**config.mk**
```make
export PLATFORM = sky130hd
export DESIGN_NAME = reg_bank_sync
export DESIGN_NICKNAME = d
export VERILOG_FILES = /design/src/rtl/proc_pkg.sv /design/src/rtl/reg_bank_clear_ctrl.sv /design/src/rtl/reg_bank_sync.sv
export SDC_FILE = /design/constraint.sdc
export NUM_CORES = 1
export LEC_CHECK = 0
export CORE_MARGIN = 4
export CORE_UTILIZATION = 58
export CTS_CLUSTER_DIAMETER = 150
export CTS_CLUSTER_SIZE = 24
export DETAILED_ROUTE_END_ITERATION = 7
export PLACE_DENSITY = 0.9
export SKIP_CTS_REPAIR_TIMING = 1
export SYNTH_ARGS = -nofsm -noshare
export SYNTH_HDL_FRONTEND = slang
export SYNTH_SLANG_ARGS = --single-unit
```
**constraint.sdc**
```tcl
create_clock -name clk -period 2.74 [get_ports clk]
set_clock_uncertainty 0.05 [all_clocks]
set_input_delay 0.411 -clock clk [delete_from_list [all_inputs] [get_ports clk]]
set_output_delay 0.411 -clock clk [all_outputs]
set_load 0.05 [all_outputs]
```
**src/rtl/proc_pkg.sv**
```systemverilog
`default_nettype none
// ============================================================================
//  Module      : proc_pkg
//  Description : Shared constants for the processor datapath register bank:
//                default geometry and clear/run state encoding.
//  Revision    : 1.0  initial release
// ============================================================================
package proc_pkg;

   // Default register bank geometry
   localparam int REG_DATA_W = 16;
   localparam int REG_DEPTH  = 8;

   // Register bank controller state encoding
   localparam logic ST_CLEAR = 1'b0;
   localparam logic ST_RUN   = 1'b1;

endpackage : proc_pkg
`default_nettype wire

```
**src/rtl/reg_bank_clear_ctrl.sv**
```systemverilog
`default_nettype none
// ============================================================================
//  Module      : reg_bank_clear_ctrl
//  Description : Post-reset initialisation sequencer. Walks every entry of the
//                register bank writing zero, then enters RUN and raises ready.
//  Revision    : 1.0  initial release
// ============================================================================
module reg_bank_clear_ctrl
   import proc_pkg::*;
#(
   parameter  int DEPTH  = REG_DEPTH,
   localparam int ADDR_W = $clog2(DEPTH)
)(
   input  logic              clk,
   input  logic              rst,
   output logic              clr_we,
   output logic [ADDR_W-1:0] clr_addr,
   output logic              ready
);

   localparam logic [ADDR_W-1:0] c_LAST_IDX = ADDR_W'(DEPTH - 1);

   logic              r_state;
   logic              w_state_nxt;
   logic [ADDR_W-1:0] r_index;
   logic [ADDR_W-1:0] w_index_nxt;

   // State register and clear index; reset restarts the clear pass at entry 0
   always_ff @(posedge clk or posedge rst) begin
      if (rst) begin
         r_state <= ST_CLEAR;
         r_index <= '0;
      end else begin
         r_state <= w_state_nxt;
         r_index <= w_index_nxt;
      end
   end

   // Next-state: advance through every entry, leave CLEAR after the last one
   always_comb begin
      w_state_nxt = r_state;
      w_index_nxt = r_index;
      if (r_state == ST_CLEAR) begin
         w_index_nxt = r_index + 1'b1;
         if (r_index == c_LAST_IDX) begin
            w_state_nxt = ST_RUN;
         end
      end
   end

   // Outputs: clear write strobe while clearing, ready once running
   always_comb begin
      clr_we   = (r_state == ST_CLEAR);
      clr_addr = r_index;
      ready    = (r_state == ST_RUN);
   end

endmodule : reg_bank_clear_ctrl
`default_nettype wire

```
**src/rtl/reg_bank_sync.sv**
```systemverilog
`default_nettype none
// ============================================================================
//  Module      : reg_bank_sync
//  Description : Synchronous register bank, two registered read ports, one
//                write port with write-to-read bypass, optional hardwired-zero
//                entry 0 and self-clearing initialisation after reset.
//  Revision    : 1.0  initial release
// ============================================================================
module reg_bank_sync
   import proc_pkg::*;
#(
   parameter  int DATA_W   = REG_DATA_W,
   parameter  int DEPTH    = REG_DEPTH,
   parameter  bit ZERO_REG = 1'b0,
   localparam int ADDR_W   = $clog2(DEPTH)
)(
   input  logic              clk,
   input  logic              rst,
   input  logic              chip_enable,
   input  logic              we,
   input  logic [ADDR_W-1:0] waddr,
   input  logic [DATA_W-1:0] wdata,
   input  logic              re,
   input  logic [ADDR_W-1:0] select1,
   input  logic [ADDR_W-1:0] select2,
   output logic [DATA_W-1:0] source1,
   output logic [DATA_W-1:0] source2,
   output logic              ready
);

   logic [DATA_W-1:0] r_mem [DEPTH];
   logic [DATA_W-1:0] r_source1;
   logic [DATA_W-1:0] r_source2;

   logic              w_clr_we;
   logic [ADDR_W-1:0] w_clr_addr;
   logic              w_ready;
   logic              w_zero_drop;
   logic              w_run_we;
   logic              w_mem_we;
   logic [ADDR_W-1:0] w_mem_addr;
   logic [DATA_W-1:0] w_mem_data;
   logic [DATA_W-1:0] w_rd1;
   logic [DATA_W-1:0] w_rd2;

   reg_bank_clear_ctrl #(
      .DEPTH    (DEPTH)
   ) u_clear_ctrl (
      .clk      (clk),
      .rst      (rst),
      .clr_we   (w_clr_we),
      .clr_addr (w_clr_addr),
      .ready    (w_ready)
   );

   // Write port arbitration: the clear pass owns the array until ready
   always_comb begin
      w_zero_drop = ZERO_REG && (waddr == '0);
      w_run_we    = w_ready && chip_enable && we && !w_zero_drop;
      w_mem_we    = w_clr_we || w_run_we;
      w_mem_addr  = w_clr_we ? w_clr_addr : waddr;
      w_mem_data  = w_clr_we ? '0 : wdata;
   end

   // Read data with same-cycle bypass; a dropped zero-entry write reads 0
   always_comb begin
      w_rd1 = r_mem[select1];
      w_rd2 = r_mem[select2];
      if (ZERO_REG && (select1 == '0)) w_rd1 = '0;
      if (ZERO_REG && (select2 == '0)) w_rd2 = '0;
      if (we && (select1 == waddr)) w_rd1 = w_zero_drop ? '0 : wdata;
      if (we && (select2 == waddr)) w_rd2 = w_zero_drop ? '0 : wdata;
   end

   // Storage array; contents are zeroed by the clear pass, not by reset
   always_ff @(posedge clk) begin
      if (w_mem_we) begin
         r_mem[w_mem_addr] <= w_mem_data;
      end
   end

   // Registered read ports: zero while clearing, hold unless enabled and read
   always_ff @(posedge clk or posedge rst) begin
      if (rst) begin
         r_source1 <= '0;
         r_source2 <= '0;
      end else if (w_clr_we) begin
         r_source1 <= '0;
         r_source2 <= '0;
      end else if (chip_enable && re) begin
         r_source1 <= w_rd1;
         r_source2 <= w_rd2;
      end
   end

   assign source1 = r_source1;
   assign source2 = r_source2;
   assign ready   = w_ready;

endmodule : reg_bank_sync
`default_nettype wire

```
After elaboration in Yosys (flattened, before gate mapping)

Memory sizes are Yosys's and may differ from the RTL's.
Index checks and enable logic that the tools add are counted.
W data, S select, Z words.

Register bits after elaboration: 36
Latch bits: 0
Bits in writable memories: 128
ROM bits: 0
Input port bits: 30
Output and inout port bits: 33
Memories kept: 1

Memory list:

| name  | words | bits a word | rd ports | clocked after Yosys merged registers in | write ports | RTL line            | RTL |
|---|---|---|---|---|---|---|---|
| r_mem | 8     | 16          | 2        | 0                                       | 1           | reg_bank_sync.sv:31 | `logic [DATA_W-1:0] r_mem [DEPTH];` |

Add/sub/neg operators: 1
$mul: 0
Div/mod/pow operators: 0
Magnitude comparators: 0
Equality and inequality tests: 4
Shift operators: 0
Mux-type cells: 12
Bitwise gates (word level): 1
Reductions and logical operators: 6

Operators by type and width:

| operator              | number |
|---|---|
| $mux W16              | 7 |
| $eq A3 B3 Y1          | 2 |
| $logic_and A1 B1 Y1   | 5 |
| $mux W1               | 4 |
| $add A3 B1 Y3 const B | 1 |
| $eq A3 B3 Y1 const B  | 1 |
| $mux W3               | 1 |
| $ne A2 B2 Y1 const B  | 1 |
| $logic_or A1 B1 Y1    | 1 |
| $not A1 Y1            | 1 |

Logic depth before layout (Yosys ltp)

Gate-level depths: netlist (run 1).

Word-level depth: 5
Mapped depth: 6
Depth with buffers taken out: 4

Modules after synthesis

From an unflattened synthesis (run 1), not the netlist that was laid out.

Cell total of the unflattened synthesis: 436
Area total of the unflattened synthesis: 7,681.1 sq um

By module, submodules not included:

| module              | times used | cells an instance | area an instance (sq um) | sequential area each (sq um) |
|---|---|---|---|---|
| reg_bank_sync       | 1          | 424               | 7,511.0                  | 4,644.5 |
| reg_bank_clear_ctrl | 1          | 12                | 170.2                    | 100.1 |

Worst setup path before layout (run 1)

No wires, ideal clock.

Kind: register to register
Start point: register u_clear_ctrl.r_state, in the netlist u_clear_ctrl.ready
End point: memory r_mem[6][0] in the netlist's numbering, enable pin
Setup time: 0.388 ns
Arrival time: 2.144 ns
Data required time: 2.302 ns
Setup slack: 0.157 ns
Stages on the path, launching flop included: 5
Clock period less this slack: 2.583 ns
Cells stage by stage: dfrtp_1 clkbuf_1 clkbuf_1 a31oi_1 nor2_1

Word-level cells in the longest chain between the ends: 5
Elaborated cells on any way between the ends: 7
Those cells by class: 3 x mux; 1 x bitwise; 3 x reduce/logical

RTL lines:

| item                             | RTL line                  | RTL |
|---|---|---|
| start, declared                  | reg_bank_clear_ctrl.sv:23 | `logic r_state;` |
| start signal, assigned           | reg_bank_clear_ctrl.sv:34 | `r_state <= w_state_nxt;` |
| $logic_and A1 B1 Y1 (2 in a row) | reg_bank_sync.sv:59       | `w_run_we = w_ready && chip_enable && we && !w_zero_drop;` |
| $logic_or A1 B1 Y1               | reg_bank_sync.sv:60       | `w_mem_we = w_clr_we \|\| w_run_we;` |
| $mux W1                          | reg_bank_sync.sv:77       | `if (w_mem_we) begin` |
| $mux W1 (not written as such)    | reg_bank_sync.sv:78       | `r_mem[w_mem_addr] <= w_mem_data;` |
| end, declared                    | reg_bank_sync.sv:31       |  |

Parallel ways exist; a longest one is shown, timed or not.

Final worst setup path (run 1)

Start point: register r_source1[13], in the netlist source1[13]
End point: output port source1[13]

RTL lines:

| item                   | RTL line            | RTL |
|---|---|---|
| start, declared        | reg_bank_sync.sv:32 | `logic [DATA_W-1:0] r_source1;` |
| start signal, assigned | reg_bank_sync.sv:91 | `r_source1 <= w_rd1;` |
| end, declared          | reg_bank_sync.sv:26 | `output logic [DATA_W-1:0] source1,` |

No word-level cell between the ends.

==> results of run 1 <==
-- worst reg2reg max path, stage by stage, from the launching register on --
cell and delay (ns):
dfrtp_1 0.39, buf_4 0.22, nor2b_1 0.19, a41oi_1 0.12, nor2_1 0.20, buf_4 0.33
-- cells in the mapped netlist --
cell,count,area share [%]
a31oi_1,1,0.082
nor3_1,1,0.066
o21ai_0,19,1.2
buf_6,7,1.0
a21oi_1,1,0.066
nor2_1,13,0.64
inv_1,3,0.15
buf_8,1,0.20
ha_1,2,0.33
or2_2,1,0.082
mux4_1,2,0.69
and2_1,16,1.3
clkbuf_1,5,0.25
o21ai_1,14,0.92
mux4_2,62,18
a22oi_1,32,3.1
xor2_1,2,0.23
buf_4,5,0.49
xnor2_1,3,0.34
xor2_4,1,0.36
nor2b_1,1,0.082
mux2i_1,32,4.2
nand2b_1,1,0.082
a31o_2,2,0.23
o32a_1,1,0.13
buf_1,1,0.049
dfrtp_1,36,12
nand2_1,3,0.15
clkbuf_2,3,0.20
a32oi_1,1,0.11
nand4_4,1,0.28
buf_2,7,0.46
clkbuf_8,3,0.54
nand3_1,1,0.066
edfxtp_1,128,50
nor4b_4,2,0.62
a41oi_1,1,0.11
a21boi_1,1,0.098
xor2_2,1,0.21
mux2_2,2,0.30
-- metal layers --
metal	share of wire, %	wire length (µm)	up-vias	GRT usage [%]
met5	0	0	-	0
met4	3.5	653	0	11.6
met3	9.1	1700	50	6.87
met1	37	6970	2355	35.2
li1	-	-	1884	-
met2	50	9400	296	42.2
-- state kept, by name, summed over array words and instances (netlist names) --
name	flops
r_mem	128
source1	16
source2	16
u_clear_ctrl.clr_addr	3
u_clear_ctrl.ready	1
-- cell families (layout without fill, tap and decap cells) --
group	after synthesis	in the layout	share of synthesized area [%]
AOI/OAI and AO/OA	73	73	6.15
xor gates and xnor gates	7	7	1.15
adders and majority gates	2	2	0.328
buffers and inverters	35	125	3.36
DFF	164	164	62.2
muxes	98	98	23.5
and+or+nand+nor	40	40	3.38
-- power by group --
part / switching [mW] / internal [mW]
registers: 0.0587 / 2.77
logic: 0.571 / 0.357
clock network: 0.989 / 1.26
-- final cells by class --
class / instances / share of cell area (%)
clock buffers: 18 / 4.74
clock inverters: 14 / 1.44
inverters: 3 / 0.124
multi-input cells: 220 / 29.1
flip-flops and latches: 164 / 52.4
well taps: 172 / 2.38
repair buffers: 90 / 9.76
-- path summary, 6_finish.rpt --
| check | to | depth (start not counted) | slack (ns) | from |
|---|---|---|---|---|
| setup / recovery | source1[13] | 1 | 0.61 | source1[13] |
| hold / removal | u_clear_ctrl.clr_addr[1] | 3 | 0.38 | rst |
| setup reg to reg | r_mem[1][3] | 5 | 0.90 | u_clear_ctrl.ready |
| hold reg to reg | source2[8] | 2 | 0.46 | source2[8] |
| max in group asynchronous | source1[13] | 3 | 1.90 | rst |
| min in group clk | source2[8] | 2 | 0.46 | source2[8] |
-- through the flow --
stage | hold WS [ns] | power (mW) | utilization (%) | std cells
after floorplan | 0.416 | 3.48 | - | 419
after global placement | 0.440 | 3.78 | 66.5 | 649
after detailed placement | 0.453 | 3.80 | 66.5 | 649
after CTS | 0.382 | 6.04 | 70.8 | 681
after global routing | 0.437 | 6.21 | 70.8 | 681
final | 0.382 | 6.01 | 70.8 | 681
==> flow_summary_export.csv, run 1 <==
group,metric,value,unit
outcome,status,"complete, no violations",
grt,grt_pass1_wl,28.6,mm
sta,fmax,470,MHz
worst_setup_path,worstPathArrival,1.67,ns
placement,io_buffers,62,
power_and_ir_drop,vdd_drop_max,0.480,mV
placement,dp_hpwl,11.2,mm
clocking,clk_latency,0.42,ns
route,wl_per_cell,27.5,µm
route,routed_wl,18.7,mm
synth,yosysUniqueCellTypes,40,
min_path,hp-class,"input pin to async pin",
placement,dpl_worst_slack,0.435,ns
floorplanning,num_rows,41,
synth,avgSynthCellArea,18.2,µm²
sta,rsz0062_at_grt,"false",
worst_setup_path,criticalPathCategory,"flip-flop to primary output",
worst_setup_path,max_stage_delay,0.84,ns
synth,ys_ff_latch,164,
synth,ys_seq_area_share,62.2,%
synth,yosys_warnings,0,
finish,mostFrequentLayoutCells,"edfxtp_1 (128), mux4_2 (62), clkdlybuf4s50_1 (60)",
clocking,cts_tree,"built",
synth,postSynthCellCount,419,
route,first_pass_iters,5,
route,num_vias,4585,
power_and_ir_drop,power_per_cell_area,664,nW/µm²
power_and_ir_drop,p_leak,3.17,nW
worst_setup_path,cp_slowest_cell,"clkdlybuf4s50_1",
worst_setup_path,cp.required,2.28,ns
finish,final_common_cell,"edfxtp_1",
finish,ff_latch_area,4740,µm²
synth,synth_area,7630,µm²
placement,place.gp.congestion,0.868,
run,drv_cap,0,
clocking,clk_pin_slew,0.06,ns
clocking,cts_buffers,17,
floorplanning,floorplan.core_area,12800,µm²
sta,max_slew_margin,64.8,%
worst_setup_path,path_cells,"clkdlybuf4s50_1",
worst_setup_path,crit_path_max_fanout,2,
finish,drive_gt1_share,26.1,%
floorplanning,boundaryPins,63,
sta,finalSetupViolations,0,
sta,finalMaxSlewViolations,0,
clocking,cts-root-buf,"clkbuf_16",
worst_setup_path,critPathTopFamily,"buffers and inverters",
floorplanning,die_x,123,µm
sta,setup-tns-final,0,ns
route,viasPerCell,6.73,
sta,period_share,77.6,%
finish,fin_nets,528,
worst_setup_path,cp_num_buf_inv,1,
route,drtIter0Drc,626,
route,drc_errors,0,
finish,antennaDiodeCount,0,
finish,multi_input_area,2640,µm²
grt,grt_usage,26.6,%
finish,syn2layout_area_growth,18.6,%
grt,grt_pass1_vias,4857,
floorplanning,start_util,59.8,%
clocking,cts.sinks,164,
sta,setup_ws,0.614,ns
worst_setup_path,start_kind,"flip-flop",
sta,fin_crit,2.13,ns
route,postRouteAntennaNets,0,
floorplanning,die_area,15100,µm²
worst_setup_path,cp-end-kind,"primary output",
finish,fillers,739,
grt,grt_max_degree,37,
grt,antenna_found_initial,0,
synth,synth_nets,451,
clocking,cts_max_path_buffers,2,
sta,finalHoldViolCount,0,
floorplanning,die_h,123,µm
sta,max_slew.worst_pin.slew,0.526,ns
clocking,htreeDepth,4,
placement,dpl_cell_area,8490,µm²
finish,final_cell_area,9050,µm²
grt,overflow,0,
(Power assumes the default switching activity.)
==> run 2, diff against run 1 <==
==> constraint.sdc (replaced) <==
create_clock -name clk -period 2.11 [get_ports clk]
set_clock_uncertainty 0.05 [all_clocks]
set_input_delay 0.3165 -clock clk [delete_from_list [all_inputs] [get_ports clk]]
set_output_delay 0.3165 -clock clk [all_outputs]
set_load 0.05 [all_outputs]
==> run 2 against run 1 <==
  * The flow now finishes with violations (design-rule violations)
  * Global-route usage grew 1.2 points
  * Wire length rose by 4.0%
  * Flip-flop and latch count did not move
  * Final area increased by 2.4%
  * Total power is 30% higher
  * Largest cell class unchanged
==> flow_summary_export.csv, run 2 (same netlist as run 1, synthesis figures left out) <==
group,metric,value,unit
worst_setup_path,r2r_end,"r_mem[0][1]",
floorplanning,num_rows,41,
floorplanning,die_h,123,µm
worst_setup_path,r2r_start,"u_clear_ctrl.ready",
route,drtIter0Drc,510,
worst_setup_path,max_stage_delay,0.82,ns
worst_setup_path,cp_slowest_cell,"clkdlybuf4s50_1",
route,routed_wl,19.5,mm
worst_setup_path,cp.required,1.74,ns
sta,max_slew.worst_pin.slew,0.567,ns
worst_setup_path,path_cells,"clkdlybuf4s50_1",
worst_setup_path,crit_path_max_fanout,2,
worst_setup_path,endpoint,"source1[11]",
floorplanning,die_area,15100,µm²
worst_setup_path,cp-end-kind,"primary output",
sta,rsz0062_at_grt,"false",
worst_setup_path,cp_num_buf_inv,1,
finish,max_flop_register,"r_mem",
worst_setup_path,start_kind,"flip-flop",
clocking,cts_buffers,17,
min_path,hp-class,"input pin to async pin",
placement,dp_hpwl,11.7,mm
finish,post-route-util,72.5,%
clocking,cts.sinks,164,
sta,fmax,497,MHz
floorplanning,floorplan.core_area,12800,µm²
finish,fin_nets,535,
clocking,clk_pin_slew,0.06,ns
outcome,failed_checks,"design-rule violations",
worst_setup_path,r2r_cells,4,
placement,placed_cells,656,
route,postRouteAntennaNets,0,
sta,setup_ws,0.0992,ns
grt,grt_pass1_vias,5116,
worst_setup_path,cp-startpoint,"source1[11]",
worst_setup_path,worstPathArrival,1.64,ns
worst_setup_path,critPathTopFamily,"buffers and inverters",
finish,syn2layout_area_growth,21.4,%
clocking,cts-root-buf,"clkbuf_16",
sta,period_share,95.3,%
floorplanning,start_util,59.8,%
sta,finalMaxSlewViolations,0,
route,num_vias,4710,
finish,final_common_cell,"edfxtp_1",
power_and_ir_drop,p_leak,3.22,nW
placement,dpl_worst_slack,-0.0429,ns
sta,finalSetupViolations,0,
clocking,cts_max_path_buffers,2,
worst_setup_path,cp.depth,1,
clocking,cts_tree,"built",
route,drc_errors,9,
finish,largest_register_ffs,128,
finish,antennaDiodeCount,0,
clocking,clk_latency,0.43,ns
run,drv_cap,0,
power_and_ir_drop,vdd_drop_max,0.559,mV
route,viasPerCell,6.85,
power_and_ir_drop,power_per_cell_area,845,nW/µm²
finish,final_cells,688,
floorplanning,boundaryPins,63,
finish,drive_gt1_share,28.9,%
sta,fin_crit,2.01,ns
sta,finalHoldViolCount,0,
grt,overflow,0,
grt,grt_usage,27.8,%
finish,mostFrequentLayoutCells,"edfxtp_1 (128), mux4_2 (62), clkdlybuf4s50_1 (59)",
route,wl_per_cell,28.3,µm
route,first_pass_iters,8,
placement,io_buffers,62,
worst_setup_path,r2r_slack,0.19,ns
power_and_ir_drop,power.total,7.83,mW
outcome,status,"finished, violations left",
grt,grt_max_degree,37,
grt,antenna_found_initial,0,
sta,max_slew_margin,62.2,%
finish,final_cell_area,9260,µm²
floorplanning,die_x,123,µm
placement,place.gp.congestion,0.803,
grt,grt_pass1_wl,29.8,mm
placement,dpl_cell_area,8700,µm²
worst_setup_path,criticalPathCategory,"flip-flop to primary output",
finish,fillers,704,
clocking,htreeDepth,4,
## run 2: worst reg2reg max path, delay by kind of cell (launching register included)
kind | cells | cell delay [ns]
AND/OR/NAND/NOR | 3 | 0.71
buffers and inverters | 1 | 0.21
flip-flops | 1 | 0.65
## run 2: how the worst min path moves through the flow
stage | from | endpoint | slack (ns) | depth (start not counted)
3_3_place_gp | u_clear_ctrl.clr_addr[0] | u_clear_ctrl.clr_addr[0] | 0.44 | 1
5_1_grt | rst | source2[14] | 0.33 | 3
4_1_cts | rst | source1[14] | 0.29 | 3
3_5_place_dp | u_clear_ctrl.clr_addr[0] | u_clear_ctrl.clr_addr[0] | 0.44 | 1
6_report | rst | source1[14] | 0.28 | 3
2_1_floorplan | wdata[10] | source1[10] | 0.41 | 2
## run 2: layer usage
metal  routed length (µm)  GRT usage [%]
met1                 7160           35.4
met2                 9700           44.7
met3                 1970           8.53
met4                  635           12.0
met5                    0              0
## run 2: cell type report
| cell class | count | area, µm² | area share, % |
|---|---|---|---|
| Clock buffer | 24 | 482 | 5.20 |
| Clock inverter | 8 | 77.6 | 0.837 |
| Inverter | 3 | 11.3 | 0.122 |
| Multi-Input combinational cell | 220 | 2700 | 29.1 |
| Sequential cell | 164 | 4750 | 51.2 |
| Tap cell | 172 | 215 | 2.32 |
| Timing Repair Buffer | 97 | 1030 | 11.2 |
## run 2: through the flow
| stage | hold slack (ns) | TNS, ns |
|---|---|---|
| 5_1_grt | 0.326 | 0 |
| 4_1_cts | 0.288 | 0 |
| 2_1_floorplan | 0.406 | 0 |
| 6_report | 0.281 | 0 |
| 3_5_place_dp | 0.442 | -0.0513 |
| 3_3_place_gp | 0.438 | 0 |
## run 2: power by group
part / total (mW) / leakage, nW / switching (mW) / internal, mW
Sequential: 3.68 / 1.60 / 0.0752 / 3.61
Combinational: 1.24 / 1.35 / 0.759 / 0.482
Clock: 2.91 / 0.270 / 1.20 / 1.71
